`src/rtl/lcd_spi_pkg.sv`:
```
// -----------------------------------------------------------------------------
// lcd_spi_pkg
// Shared definitions for the LCD serial link receiver:
//   - state_t     : receiver FSM state encoding (IDLE, SHIFT)
//   - LCD_WORD_W  : width of one link word, {dc, byte}
//   - sample_on_rising() : sampling-edge select from CPOL/CPHA
// -----------------------------------------------------------------------------
package lcd_spi_pkg;

   localparam int LCD_WORD_W = 9;

   typedef enum logic [0:0] {
      IDLE  = 1'b0,
      SHIFT = 1'b1
   } state_t;

   // Data is sampled on the rising sclk edge when CPOL == CPHA, else falling.
   function automatic logic sample_on_rising(input logic cpol, input logic cpha);
      return (cpol == cpha);
   endfunction

endpackage

```
`src/rtl/lcd_spi_sync.sv`:
```
// -----------------------------------------------------------------------------
// lcd_spi_sync
// Multi-flop synchronizer for one asynchronous pin.
// Parameters: STAGES (flop depth, min 2), RST_VAL (value loaded on reset).
// Ports:
//   i_clk  : system clock
//   i_rst  : synchronous active-high reset
//   i_d    : asynchronous input pin
//   o_q    : synchronized output (STAGES cycles of delay)
// -----------------------------------------------------------------------------
module lcd_spi_sync #(
   parameter int   STAGES  = 2,
   parameter logic RST_VAL = 1'b0
) (
   input  logic i_clk,
   input  logic i_rst,
   input  logic i_d,
   output logic o_q
);

   logic [STAGES-1:0] r_q;

   // Shift chain; bit 0 is the metastability-catching flop.
   always_ff @(posedge i_clk) begin
      if (i_rst) begin
         r_q <= {STAGES{RST_VAL}};
      end else begin
         r_q <= {r_q[STAGES-2:0], i_d};
      end
   end

   assign o_q = r_q[STAGES-1];

endmodule

```
`src/rtl/lcd_spi_rx.sv`:
```
// -----------------------------------------------------------------------------
// lcd_spi_rx
// Responder end of the 9-bit LCD command/data SPI link. Synchronizes cs, dc,
// sclk and mosi, shifts one byte MSB-first per eight sampling edges, captures
// dc on the first edge and presents {dc, byte} to a valid/ready consumer.
// Optional build macro: LCD_SPI_RX_FIFO_EN replaces the single holding
// register with a FIFO_DEPTH-entry first-word-fall-through FIFO.
// Ports:
//   sys_clk_50MHz : system clock
//   sys_rst       : synchronous active-high reset
//   cs, dc, sclk, mosi : asynchronous SPI pins (cs active low)
//   rx_ready      : consumer accepts rx_data
//   rx_data       : {dc, byte}
//   rx_valid      : rx_data holds an unconsumed word
//   overflow      : one-cycle pulse, a completed word was dropped
//   frame_err     : one-cycle pulse, cs rose with 1-7 bits shifted
// -----------------------------------------------------------------------------
module lcd_spi_rx
   import lcd_spi_pkg::*;
#(
   parameter logic CPOL        = 1'b0,
   parameter logic CPHA        = 1'b0,
   parameter int   SYNC_STAGES = 2,
   parameter int   FIFO_DEPTH  = 4
) (
   input  logic                  sys_clk_50MHz,
   input  logic                  sys_rst,
   input  logic                  cs,
   input  logic                  dc,
   input  logic                  sclk,
   input  logic                  mosi,
   input  logic                  rx_ready,
   output logic [LCD_WORD_W-1:0] rx_data,
   output logic                  rx_valid,
   output logic                  overflow,
   output logic                  frame_err
);

   localparam logic SAMPLE_RISE = sample_on_rising(CPOL, CPHA);

   logic w_cs, w_dc, w_sclk, w_mosi, w_edge;
   logic r_sclk_d;

   state_t                r_state, w_state_nx;
   logic [2:0]            r_bit_cnt, w_bit_cnt_nx;
   logic [7:0]            r_shift, w_shift_nx;
   logic                  r_dc, w_dc_nx;
   logic                  r_push, w_push_nx;
   logic [LCD_WORD_W-1:0] r_word, w_word_nx;
   logic                  r_ferr, w_ferr_nx;
   logic                  r_frame_err;

   // Idle-high reset on cs and sclk so reset never looks like a frame start.
   lcd_spi_sync #(.STAGES(SYNC_STAGES), .RST_VAL(1'b1)) u_sync_cs   (.i_clk(sys_clk_50MHz), .i_rst(sys_rst), .i_d(cs),   .o_q(w_cs));
   lcd_spi_sync #(.STAGES(SYNC_STAGES), .RST_VAL(1'b0)) u_sync_dc   (.i_clk(sys_clk_50MHz), .i_rst(sys_rst), .i_d(dc),   .o_q(w_dc));
   lcd_spi_sync #(.STAGES(SYNC_STAGES), .RST_VAL(1'b1)) u_sync_sclk (.i_clk(sys_clk_50MHz), .i_rst(sys_rst), .i_d(sclk), .o_q(w_sclk));
   lcd_spi_sync #(.STAGES(SYNC_STAGES), .RST_VAL(1'b0)) u_sync_mosi (.i_clk(sys_clk_50MHz), .i_rst(sys_rst), .i_d(mosi), .o_q(w_mosi));

   assign w_edge = SAMPLE_RISE ? (w_sclk & ~r_sclk_d) : (~w_sclk & r_sclk_d);

   // FSM state and shift datapath registers.
   always_ff @(posedge sys_clk_50MHz) begin
      if (sys_rst) begin
         r_state   <= IDLE;
         r_bit_cnt <= 3'd0;
         r_shift   <= 8'd0;
         r_dc      <= 1'b0;
         r_push    <= 1'b0;
         r_word    <= {LCD_WORD_W{1'b0}};
         r_ferr    <= 1'b0;
         r_sclk_d  <= 1'b1;
      end else begin
         r_state   <= w_state_nx;
         r_bit_cnt <= w_bit_cnt_nx;
         r_shift   <= w_shift_nx;
         r_dc      <= w_dc_nx;
         r_push    <= w_push_nx;
         r_word    <= w_word_nx;
         r_ferr    <= w_ferr_nx;
         r_sclk_d  <= w_sclk;
      end
   end

   // Next-state and shift logic; a cs rise takes priority over a coincident edge.
   always_comb begin
      w_state_nx   = r_state;
      w_bit_cnt_nx = r_bit_cnt;
      w_shift_nx   = r_shift;
      w_dc_nx      = r_dc;
      w_push_nx    = 1'b0;
      w_word_nx    = r_word;
      w_ferr_nx    = 1'b0;
      case (r_state)
         IDLE: begin
            if (!w_cs) begin
               w_bit_cnt_nx = 3'd0;
               w_state_nx   = SHIFT;
            end else begin
               w_state_nx   = IDLE;
            end
         end
         SHIFT: begin
            if (w_cs) begin
               w_ferr_nx    = (r_bit_cnt != 3'd0);
               w_bit_cnt_nx = 3'd0;
               w_state_nx   = IDLE;
            end else if (w_edge) begin
               w_shift_nx   = {r_shift[6:0], w_mosi};
               w_bit_cnt_nx = r_bit_cnt + 3'd1;   // 7 -> 0 wrap closes the word
               if (r_bit_cnt == 3'd0) begin
                  w_dc_nx = w_dc;
               end else begin
                  w_dc_nx = r_dc;
               end
               if (r_bit_cnt == 3'd7) begin
                  w_push_nx = 1'b1;
                  w_word_nx = {r_dc, w_shift_nx};
               end else begin
                  w_push_nx = 1'b0;
               end
            end else begin
               w_state_nx = SHIFT;
            end
         end
         default: begin
            w_state_nx = IDLE;
         end
      endcase
   end

   // Registered frame-error pulse.
   always_ff @(posedge sys_clk_50MHz) begin
      if (sys_rst) begin
         r_frame_err <= 1'b0;
      end else begin
         r_frame_err <= r_ferr;
      end
   end

   assign frame_err = r_frame_err;

`ifdef LCD_SPI_RX_FIFO_EN
   localparam int AW = $clog2(FIFO_DEPTH);

   logic [LCD_WORD_W-1:0] r_mem [FIFO_DEPTH];
   logic [AW:0]           r_wr_ptr, r_rd_ptr;
   logic                  r_ovf;
   logic                  w_full, w_empty, w_pop, w_wr_en;

   // Extra wrap bit distinguishes full from empty when the indices match.
   assign w_empty = (r_wr_ptr == r_rd_ptr);
   assign w_full  = (r_wr_ptr[AW] != r_rd_ptr[AW]) && (r_wr_ptr[AW-1:0] == r_rd_ptr[AW-1:0]);
   assign w_pop   = !w_empty && rx_ready;
   assign w_wr_en = r_push && (!w_full || w_pop);

   // FIFO storage, pointers and overflow pulse.
   always_ff @(posedge sys_clk_50MHz) begin
      if (sys_rst) begin
         for (int i = 0; i < FIFO_DEPTH; i++) begin
            r_mem[i] <= {LCD_WORD_W{1'b0}};
         end
         r_wr_ptr <= {(AW+1){1'b0}};
         r_rd_ptr <= {(AW+1){1'b0}};
         r_ovf    <= 1'b0;
      end else begin
         if (w_wr_en) begin
            r_mem[r_wr_ptr[AW-1:0]] <= r_word;
            r_wr_ptr <= r_wr_ptr + {{AW{1'b0}}, 1'b1};
         end else begin
            r_wr_ptr <= r_wr_ptr;
         end
         if (w_pop) begin
            r_rd_ptr <= r_rd_ptr + {{AW{1'b0}}, 1'b1};
         end else begin
            r_rd_ptr <= r_rd_ptr;
         end
         r_ovf <= r_push && !w_wr_en;
      end
   end

   assign rx_data  = r_mem[r_rd_ptr[AW-1:0]];
   assign rx_valid = !w_empty;
   assign overflow = r_ovf;
`else
   logic [LCD_WORD_W-1:0] r_rx_data;
   logic                  r_rx_valid;
   logic                  r_ovf;

   // FIFO_DEPTH only shapes the FIFO build.
   if (FIFO_DEPTH < 1) begin : g_depth_unused
   end

   // Single holding register; a word arriving while the consumer takes the
   // old one replaces it, otherwise a word onto a held one is dropped.
   always_ff @(posedge sys_clk_50MHz) begin
      if (sys_rst) begin
         r_rx_data  <= {LCD_WORD_W{1'b0}};
         r_rx_valid <= 1'b0;
         r_ovf      <= 1'b0;
      end else if (r_push) begin
         if (!r_rx_valid || rx_ready) begin
            r_rx_data  <= r_word;
            r_rx_valid <= 1'b1;
            r_ovf      <= 1'b0;
         end else begin
            r_ovf      <= 1'b1;
         end
      end else begin
         if (r_rx_valid && rx_ready) begin
            r_rx_valid <= 1'b0;
         end else begin
            r_rx_valid <= r_rx_valid;
         end
         r_ovf <= 1'b0;
      end
   end

   assign rx_data  = r_rx_data;
   assign rx_valid = r_rx_valid;
   assign overflow = r_ovf;
`endif

endmodule

```
`config.mk`:
```
export PLATFORM = sky130hd
export DESIGN_NAME = lcd_spi_rx
export DESIGN_NICKNAME = d
export VERILOG_FILES = /design/src/rtl/lcd_spi_pkg.sv /design/src/rtl/lcd_spi_sync.sv /design/src/rtl/lcd_spi_rx.sv
export SDC_FILE = /design/constraint.sdc
export NUM_CORES = 1
export LEC_CHECK = 0
export ABC_AREA = 1
export BUFFER_PORTS_ARGS = -buffer_cell sky130_fd_sc_hd__buf_2
export CORE_MARGIN = 4
export CORE_UTILIZATION = 55
export CTS_CLUSTER_SIZE = 12
export DETAILED_ROUTE_END_ITERATION = 16
export GPL_TIMING_DRIVEN = 0
export PLACE_DENSITY = 0.74
export SLEW_MARGIN = 0
export SYNTH_ARGS = -nofsm -noshare
export SYNTH_HDL_FRONTEND = slang
export SYNTH_SLANG_ARGS = --single-unit
```
`constraint.sdc`:
```
create_clock -name sys_clk_50MHz -period 1.7 [get_ports sys_clk_50MHz]
set_clock_uncertainty 0.2 [all_clocks]
set_input_delay 0.255 -clock sys_clk_50MHz [delete_from_list [all_inputs] [get_ports sys_clk_50MHz]]
set_output_delay 0.255 -clock sys_clk_50MHz [all_outputs]
set_load 0.02 [all_outputs]
```
# Word level (Yosys, flattened, before mapping)
# Index checks and enable logic that the tools add are counted.
# Widths: inputs -> output; s select.
op_classes:
  add_sub_neg: 1
  eq_ne: 4
  muxes: 10
  n_bitwise: 6
  reduce_logical: 15
op_table:
  columns: ["cell", "n"]
  rows:
  - ["$mux 3", 3]
  - ["$reduce_and 4->1", 2]
  - ["$mux 1", 6]
  - ["$pmux 3 s2", 1]
  - ["$reduce_and 2->1", 3]
  - ["$not 1->1", 5]
  - ["$reduce_or 4->1", 1]
  - ["$add 3x1->3 const B", 1]
  - ["$eq 3x3->1 const B", 1]
  - ["$logic_not 3->1", 1]
  - ["$ne 3x2->1 const B", 1]
  - ["$reduce_and 3->1", 1]
  - ["$reduce_bool 3->1", 1]
  - ["$reduce_or 3->1", 1]
  - ["$ne 2x1->1 const B", 1]
  - ["$ne 2x2->1 const B", 1]
  - ["$reduce_bool 2->1", 1]
  - ["$reduce_or 2->1", 1]
  - ["$and 1x1->1", 1]
  - ["$logic_and 1x1->1", 1]
  - ["$logic_not 1->1", 1]
  - ["$logic_or 1x1->1", 1]
totals:
  regBits: 44
  in_bits: 7
  output_inout_bits: 12
  elab_cells: 52

# Depth between registers and ports, before layout
# Gate-level depths: netlist of run 1.
logic_depth:
  word_depth: 5
  depth_mapped: 7
  ltp_nobuf: 7

# By module
# From an unflattened synthesis of run 1, not the netlist that was laid out.
hier_totals:
  cells_unflattened: 212
  hier_area_um2: 1626.6
by_module_without_submodules:
  columns: ["mod", "instances", "cells_per_inst", "area_each_um2", "seq_area_each_um2"]
  rows:
  - ["lcd_spi_rx", 1, 186, 1398.8, 720.7]
  - ["lcd_spi_sync at u_sync_cs ...", 2, 7, 58.8, 40.0]
  - ["lcd_spi_sync at u_sync_dc ...", 2, 6, 55.1, 40.0]

# Worst setup path after synthesis of run 1
# OpenSTA, ideal clock, no wires.
synth_timing:
  path_type: "register to register"
  from: "reg r_bit_cnt[0]"
  to: "reg r_word[0]"
  setup_time_ns: 0.125
  t_arrival_ns: 1.078
  required_time_ns: 1.375
  setup_slack_ns: 0.298
  path_stages_with_launch: 8
  n_path_buf: 1
  period_less_slack_ns: 1.402
  cell_sequence: "dfxtp_1 ha_1 ha_1 nand2_1 nor2_4 buf_6 nand3_1 o21ai_0"
synth_between:
  elab_chain_cells: 2
synth_lines:
  columns: ["item", "line", "rtl"]
  rows:
  - ["start, declared", "lcd_spi_rx.sv:45", "logic [2:0] r_bit_cnt, w_bit_cnt_nx;"]
  - ["start signal, assigned", "lcd_spi_rx.sv:74", "r_bit_cnt <= w_bit_cnt_nx;"]
  - ["$eq 3x3->1", "lcd_spi_rx.sv:115", "if (r_bit_cnt == 3'd7) begin"]
  - ["$reduce_and 4->1 (no source line)", null, null]
  - ["end signal, assigned", "lcd_spi_rx.sv:69", "r_word <= {LCD_WORD_W{1'b0}};"]
  - ["end signal, assigned", "lcd_spi_rx.sv:78", "r_word <= w_word_nx;"]
  - ["end, declared", "lcd_spi_rx.sv:49", "logic [LCD_WORD_W-1:0] r_word, w_word_nx;"]
# No other way between the ends.
# A chain may end at the register's enable or synchronous reset.

# Worst setup path in the final report of run 1
layout_timing:
  from: "reg r_bit_cnt[0]"
  to: "reg r_word[1]"
# Same word-level chain as after synthesis.

==> results.md, run 1 <==
* Die X at 62.2 um
* Slew HR at 70.3%
* Nets at 244
* Placed cell count at 252
* Met2 wire length at 1.27 mm
* Synthesized Nets at 214
* Area growth syn-to-layout at 15.6%
* Largest net degree at the start of global routing at 14
* CTS clock-pin slew for the worst setup and hold paths at 120 ps
* Die area at 3870 um2
* Detailed Route Iter0 Violations at 58
* Crit path buf inv count at 1
* Worst-path cell chain: ha_1, ha_1, nand2_1, nor2_4, buf_6, nand3_1, o21ai_0
* Vias in the first global route at 1,172
* Post-Synthesis Cells at 204
* Sequential area share after synthesis at 54.4%
* Worst reg2reg startpoint: r_bit_cnt[0]
* Total number of vias at 1,274
* Wire length per cell at 10.2 um
* Yosys cell types at 21
* Period utilization at 92.4%
* Avg Cell Area, Syn at 7.93 um2
* Outcome: finished, final reports clean
* Tmin final at 1570 ps
* Finished Layout Cells at 266
* CP most frequent cell: ha_1
* Setup TNS at 0 ps
* Htree depth at 2
* Tot GR Track Use at 15.4%
* Post-synth EDFFs at 0
* Crit Path Max Fanout at 10
* Synth top area share at 54.4%
* Data required time of the worst path at 1770 ps
* Post-DP HPWL at 1.97 mm
* Crit. End Element: flop
* Row count at 19
* Final setup fails at 0
* DR WL met3 at 155 um
* Worst-Skew Late Latency at 340 ps
* HP Class: reg -> reg
* Critical path class: reg -> reg
* Highest metal used: met4
* Layout cells sized above 1 at 17.4%
* Unrepaired setup endpoints after global routing: false
* Fillers at 232
* Die H at 62.2 um
* CTS tree: built
* Met1 Wirelength at 1.28 mm
* Clk sink count at 44
* Mapped Area at 1620 um2
* Highest clock rate at 0.637 GHz
* Critical path depth at 7
* CTS Buffer Depth at 2
* Most frequent cells after synthesis: nor2_1 (48), dfxtp_1 (44), nand2_1 (32), inv_1 (24), o21ai_0 (15)
* Reg area at 881 um2
* Global-route wire length before repair at 4.90 mm
* Flops & latches, synth at 44
* Core Region at 2780 um2
* Ys async rst share at 0%
* Worst EP arrival at 1640 ps
* Initial antenna violation count at 0
* Num CTS Buffers at 5
* Final WL at 2.72 mm
* Count leader, synth: nor2_1
* Grt total ovfl at 0
* Antenna Cells at 0
* Leakage power at 0.787 nW
* Max-Cap Viols at 0
* Reg2reg path depth at 7
* CTS root buf: clkbuf_4
* Footprint of the multi-input gates at 597 um2
* Prevailing post-synth register cell: dfxtp_1
* Slowest CP cell: dfxtp_1
* IO Pins at 19
* Port Buffers at 17
* R2r setup slk at 130 ps
* Family with the most delay on the worst path: flip-flops
* Synth warnings at 0
* Total Power at 0.00161 W
* Initial Utilization at 58.2%
* Antenna viol nets, final at 0
* Synth top area cells: dfxtp_1 (54%), nor2_1 (11%), nand2_1 (7.4%)
* WHS Path Cells at 2
* Via density at 4.79
* DRT Pass-1 Iters at 4
* CP max stage delay at 390 ps
* Worst r2r dst: r_word[1]
* CP Capture Point: r_word[1]
* P per Cell Area at 863 nW/um2
* Final Core Density at 67.3%
* DRC viols at 0
* Crit start category: flop
* Final hold violations at 0
* Worst-Margin Slew at 445 ps
* Final slew viol count at 0
* GP Congestion at 0.808
* Worst VDD drop at 0.000763 V
* Synth area leader: dfxtp_1
* Critical Path Start: r_bit_cnt[0]
-- area by class of cell --
| cell class | instances | area share (%) |
|---|---|---|
| clock buffers | 6 | 2.74 |
| clock inverters | 2 | 0.535 |
| multi-input cells | 127 | 31.9 |
| flip-flops and latches | 44 | 47.1 |
| inverters | 26 | 5.42 |
| plain buffers | 7 | 2.47 |
| well taps | 31 | 2.07 |
| repair buffers | 23 | 7.76 |
-- through the flow --
stage / cell area [um2] / worst slack (ps) / hold slack [ps]
final: 1870 / 129 / 213
after global routing: 1870 / 8.23 / 224
after CTS: 1860 / 44.5 / 211
after detailed placement: 1740 / 129 / 194
after global placement: 1740 / 204 / 190
after floorplan: 1620 / 298 / 159
-- how the worst min path moves through the flow --
stage                        from            endpoint  slack, ps
2_1_floorplan                  cs    u_sync_cs.r_q[0]        160
3_3_place_gp     u_sync_dc.r_q[0]    u_sync_dc.r_q[1]        190
4_1_cts                    r_ferr           frame_err        210
6_report       u_sync_mosi.r_q[0]  u_sync_mosi.r_q[1]        210
3_5_place_dp     u_sync_cs.r_q[0]    u_sync_cs.r_q[1]        190
5_1_grt                    r_ferr           frame_err        220
-- repair_timing --
| item | in CTS | in global routing |
|---|---|---|
| setup buffers | 0 | 0 |
| hold buffers | 6 | 0 |
| resized for setup | 0 | 3 |
| hold endpoints to repair | 7 | 0 |
| endpoints found under the setup margin | 0 | 10 |
-- registers in the layout, indices dropped and copies added (netlist names) --
name / count
u_sync_sclk.r_q: 2
overflow: 1
r_bit_cnt: 3
r_word: 9
r_state: 1
r_push: 1
r_sclk_d: 1
u_sync_dc.r_q: 2
r_shift: 7
u_sync_mosi.r_q: 2
u_sync_cs.r_q: 2
r_ferr: 1
frame_err: 1
rx_valid: 1
rx_data: 9
r_dc: 1
-- placed cells by master, fill, tap and decap left out, types with 2 or more instances in the layout --
cell type      netlist  routed
nor2_1              48      48
nor2_4               2       2
nand2_1             32      31
inv_1               24      24
nand4_1              3       3
clkinv_2             0       2
o21ai_0             15      15
a21oi_1              4       4
dlygate4sd3_1        0       6
ha_1                 3       3
buf_2                3      20
nand3_1             11      11
nor3_1               2       2
clkbuf_4             0       5
buf_6                2       2
dfxtp_1             44      44
or2_2                4       4
-- where the power goes --
group,switching (W),internal (W),total [W]
logic,0.0000349,0.0000291,0.0000640
clock network,0.000305,0.000197,0.000502
registers,0.00000628,0.00104,0.00105
-- cells by family after synthesis --
group                      share of synthesized area, %
DFF                                                54.4
AOI/OAI and AO/OA                                  6.65
buffers and inverters                              8.82
and+or+nand+nor                                    27.8
adders and majority gates                          2.32
-- worst reg2reg max path, delay by kind of cell, from the launching register on --
family / cells / cell delay, ps
simple gates: 3 / 360
compound gates: 1 / 90
flops: 1 / 390
fa+ha+maj: 2 / 310
buf+inv: 1 / 170
-- per-layer routing --
metal,track usage (%),vias up
li1,-,691
met1,18.4,556
met2,25.1,25
met3,5.95,2
met4,4.88,0
met5,0,-
(Power assumes the default switching activity.)
==> inputs of run 2 (changes only) <==
--- a/config.mk
+++ b/config.mk
@@ -8,11 +8,12 @@
 export ABC_AREA = 1
 export BUFFER_PORTS_ARGS = -buffer_cell sky130_fd_sc_hd__buf_2
 export CORE_MARGIN = 4
-export CORE_UTILIZATION = 55
+export CORE_UTILIZATION = 59
+export CTS_BUF_LIST = sky130_fd_sc_hd__clkbuf_8
 export CTS_CLUSTER_SIZE = 12
 export DETAILED_ROUTE_END_ITERATION = 16
 export GPL_TIMING_DRIVEN = 0
-export PLACE_DENSITY = 0.74
+export PLACE_DENSITY = 0.79
 export SLEW_MARGIN = 0
 export SYNTH_ARGS = -nofsm -noshare
 export SYNTH_HDL_FRONTEND = slang
==> run 2 against run 1 <==
Effect of this change: sequential cell count stayed put; sequential share of layout area down 0.99 points; sequential power about the same; worst setup slack improved by 20 ps; register-to-register slack better by 20 ps; combinational power is 5.3% lower; cell count is the same; critical path type unchanged; largest cell class unchanged.
==> results.md, run 2 (synthesis gave the netlist of run 1 again) <==
* Family with the most delay on the worst path: flip-flops
* Die H at 60.4 um
* Hold Crit Start: sys_rst
* Reg area at 881 um2
* Area growth syn-to-layout at 18.1%
* P per Cell Area at 975 nW/um2
* Worst EP arrival at 1560 ps
* Num CTS Buffers at 5
* Unrepaired setup endpoints after global routing: false
* Highest clock rate at 0.645 GHz
* Largest net degree at the start of global routing at 14
* Die X at 60.4 um
* Int Power at 0.00150 W
* Global-route wire length before repair at 4.92 mm
* Worst-Skew Late Latency at 290 ps
* Max-Cap Viols at 0
* Worst-path cell chain: ha_1, ha_1, nand2_1, nor2_4, buf_6, nand3_1, o21ai_0
* Final slew viol count at 0
* IO Pins at 19
* Critical path class: reg -> reg
* Placed cell area at 1740 um2
* Net load switching power at 0.000367 W
* Period utilization at 91.2%
* R2r setup slk at 150 ps
* Tmin final at 1550 ps
* Critical Path Start: r_bit_cnt[0]
* Sw Share at 19.7%
* Slew HR at 72.0%
* Grt total ovfl at 0
* Fin area at 1910 um2
* Worst-Margin Slew at 420 ps
* Via density at 4.85
* Nets at 245
* CTS clock-pin slew for the worst setup and hold paths at 80 ps
* GP Congestion at 0.766
* Most frequent cells in the layout: nor2_1 (48), dfxtp_1 (44), nand2_1 (32)
* Worst VDD drop at 0.000850 V
* Post-DP HPWL at 1.96 mm
* Initial Utilization at 63.6%
* Port Buffers at 17
* DRT Pass-1 Iters at 4
* Leakage power at 0.815 nW
* Final WL at 2.90 mm
* Clk sink count at 44
* Data required time of the worst path at 1710 ps
* CTS root buf: clkbuf_8
* Slowest CP cell: dfxtp_1
* Crit path buf inv count at 1
* Clock power frac at 40.6%
* Layout cells sized above 1 at 16.9%
* CP max stage delay at 370 ps
* CP most frequent cell: ha_1
* DRC viols at 0
* Die area at 3640 um2
* Crit Path Max Fanout at 10
* CTS resizes at 0
* Logic pwr share at 3.3%
* Antenna viol nets, final at 0
* Row count at 18
* Core Region at 2540 um2
* Fillers at 197
* Part of the power in registers at 56.2%
* Wire length per cell at 10.9 um
* Htree depth at 2
* Crit. End Element: flop
* HP Class: in -> reg
* CTS tree: built
* Outcome: finished, final reports clean
* CTS Buffer Depth at 2
* Vias in the first global route at 1,206
* Footprint of the multi-input gates at 594 um2
* Commonest non-fill, non-tap cell in the layout: nor2_1
* Antenna Cells at 0
* Tot GR Track Use at 18.4%
* Detailed Route Iter0 Violations at 55
* Total number of vias at 1,291
* Initial antenna violation count at 0
* Worst reg2reg startpoint: r_bit_cnt[0]
* Crit start category: flop
* Final hold violations at 0
* Setup TNS at 0 ps
* Final setup fails at 0
[run 2: changes by cell type in the layout (fill, tap and decap cells not counted), moves of 2 or more]
| cell | delta |
|---|---|
| dlygate4sd3_1 | -2 |
| clkbuf_4 | -5 |
| clkbuf_8 | +4 |
| buf_4 | +3 |
[run 2: final timing paths]
path | to | cells after the start
setup / recovery | r_word[2] | 7
hold / removal | r_ferr | 2
setup reg to reg | r_word[2] | 7
hold reg to reg | u_sync_dc.r_q[1] | 2
[run 2: what timing repair did]
item | 4_1_cts | 5_1_grt
setup endpoints to repair | 0 | 1
buffers inserted | 0 | 3
hold buffers | 4 | 0
hold endpoints to repair | 4 | 0
[run 2: metrics by stage]
| step | hold WS, ps | util, % | cells | total power [W] | setup WS, ps |
|---|---|---|---|---|---|
| after floorplan | 159 | - | 204 | 0.00111 | 298 |
| after global placement | 191 | 68.4 | 251 | 0.00112 | 218 |
| after detailed placement | 195 | 68.4 | 251 | 0.00112 | 174 |
| after CTS | 25.1 | 74.2 | 263 | 0.00188 | 142 |
| after global routing | 43.4 | 75.1 | 266 | 0.00194 | 40.3 |
| final | 26.1 | 75.1 | 266 | 0.00186 | 149 |
[run 2: power groups by stage]
stage / clock (W) / combinational (W) / sequential (W)
finish: 0.000755 / 0.0000606 / 0.00105
global route: 0.000823 / 0.0000696 / 0.00105
CTS: 0.000769 / 0.0000602 / 0.00105
detailed placement: 0 / 0.0000527 / 0.00107
global placement: 0 / 0.0000505 / 0.00107
floorplan: 0 / 0.0000389 / 0.00107
[run 2: layer usage]
| layer | share of wire [%] | vias up | global-route usage, % |
|---|---|---|---|
| li1 | - | 691 | - |
| met1 | 45 | 556 | 20.8 |
| met2 | 48 | 37 | 32.1 |
| met3 | 6.2 | 7 | 6.38 |
| met4 | 1.6 | 0 | 6.65 |
| met5 | 0 | - | 0 |
[run 2: final cells by class]
type,instances,area share (%)
Inverter,26,5.11
Multi-Input combinational cell,127,31.1
Buffer,7,2.36
Timing Repair Buffer,24,7.73
Sequential cell,44,46.1
Clock buffer,5,3.60
Tap cell,30,1.96
Clock inverter,3,2.03
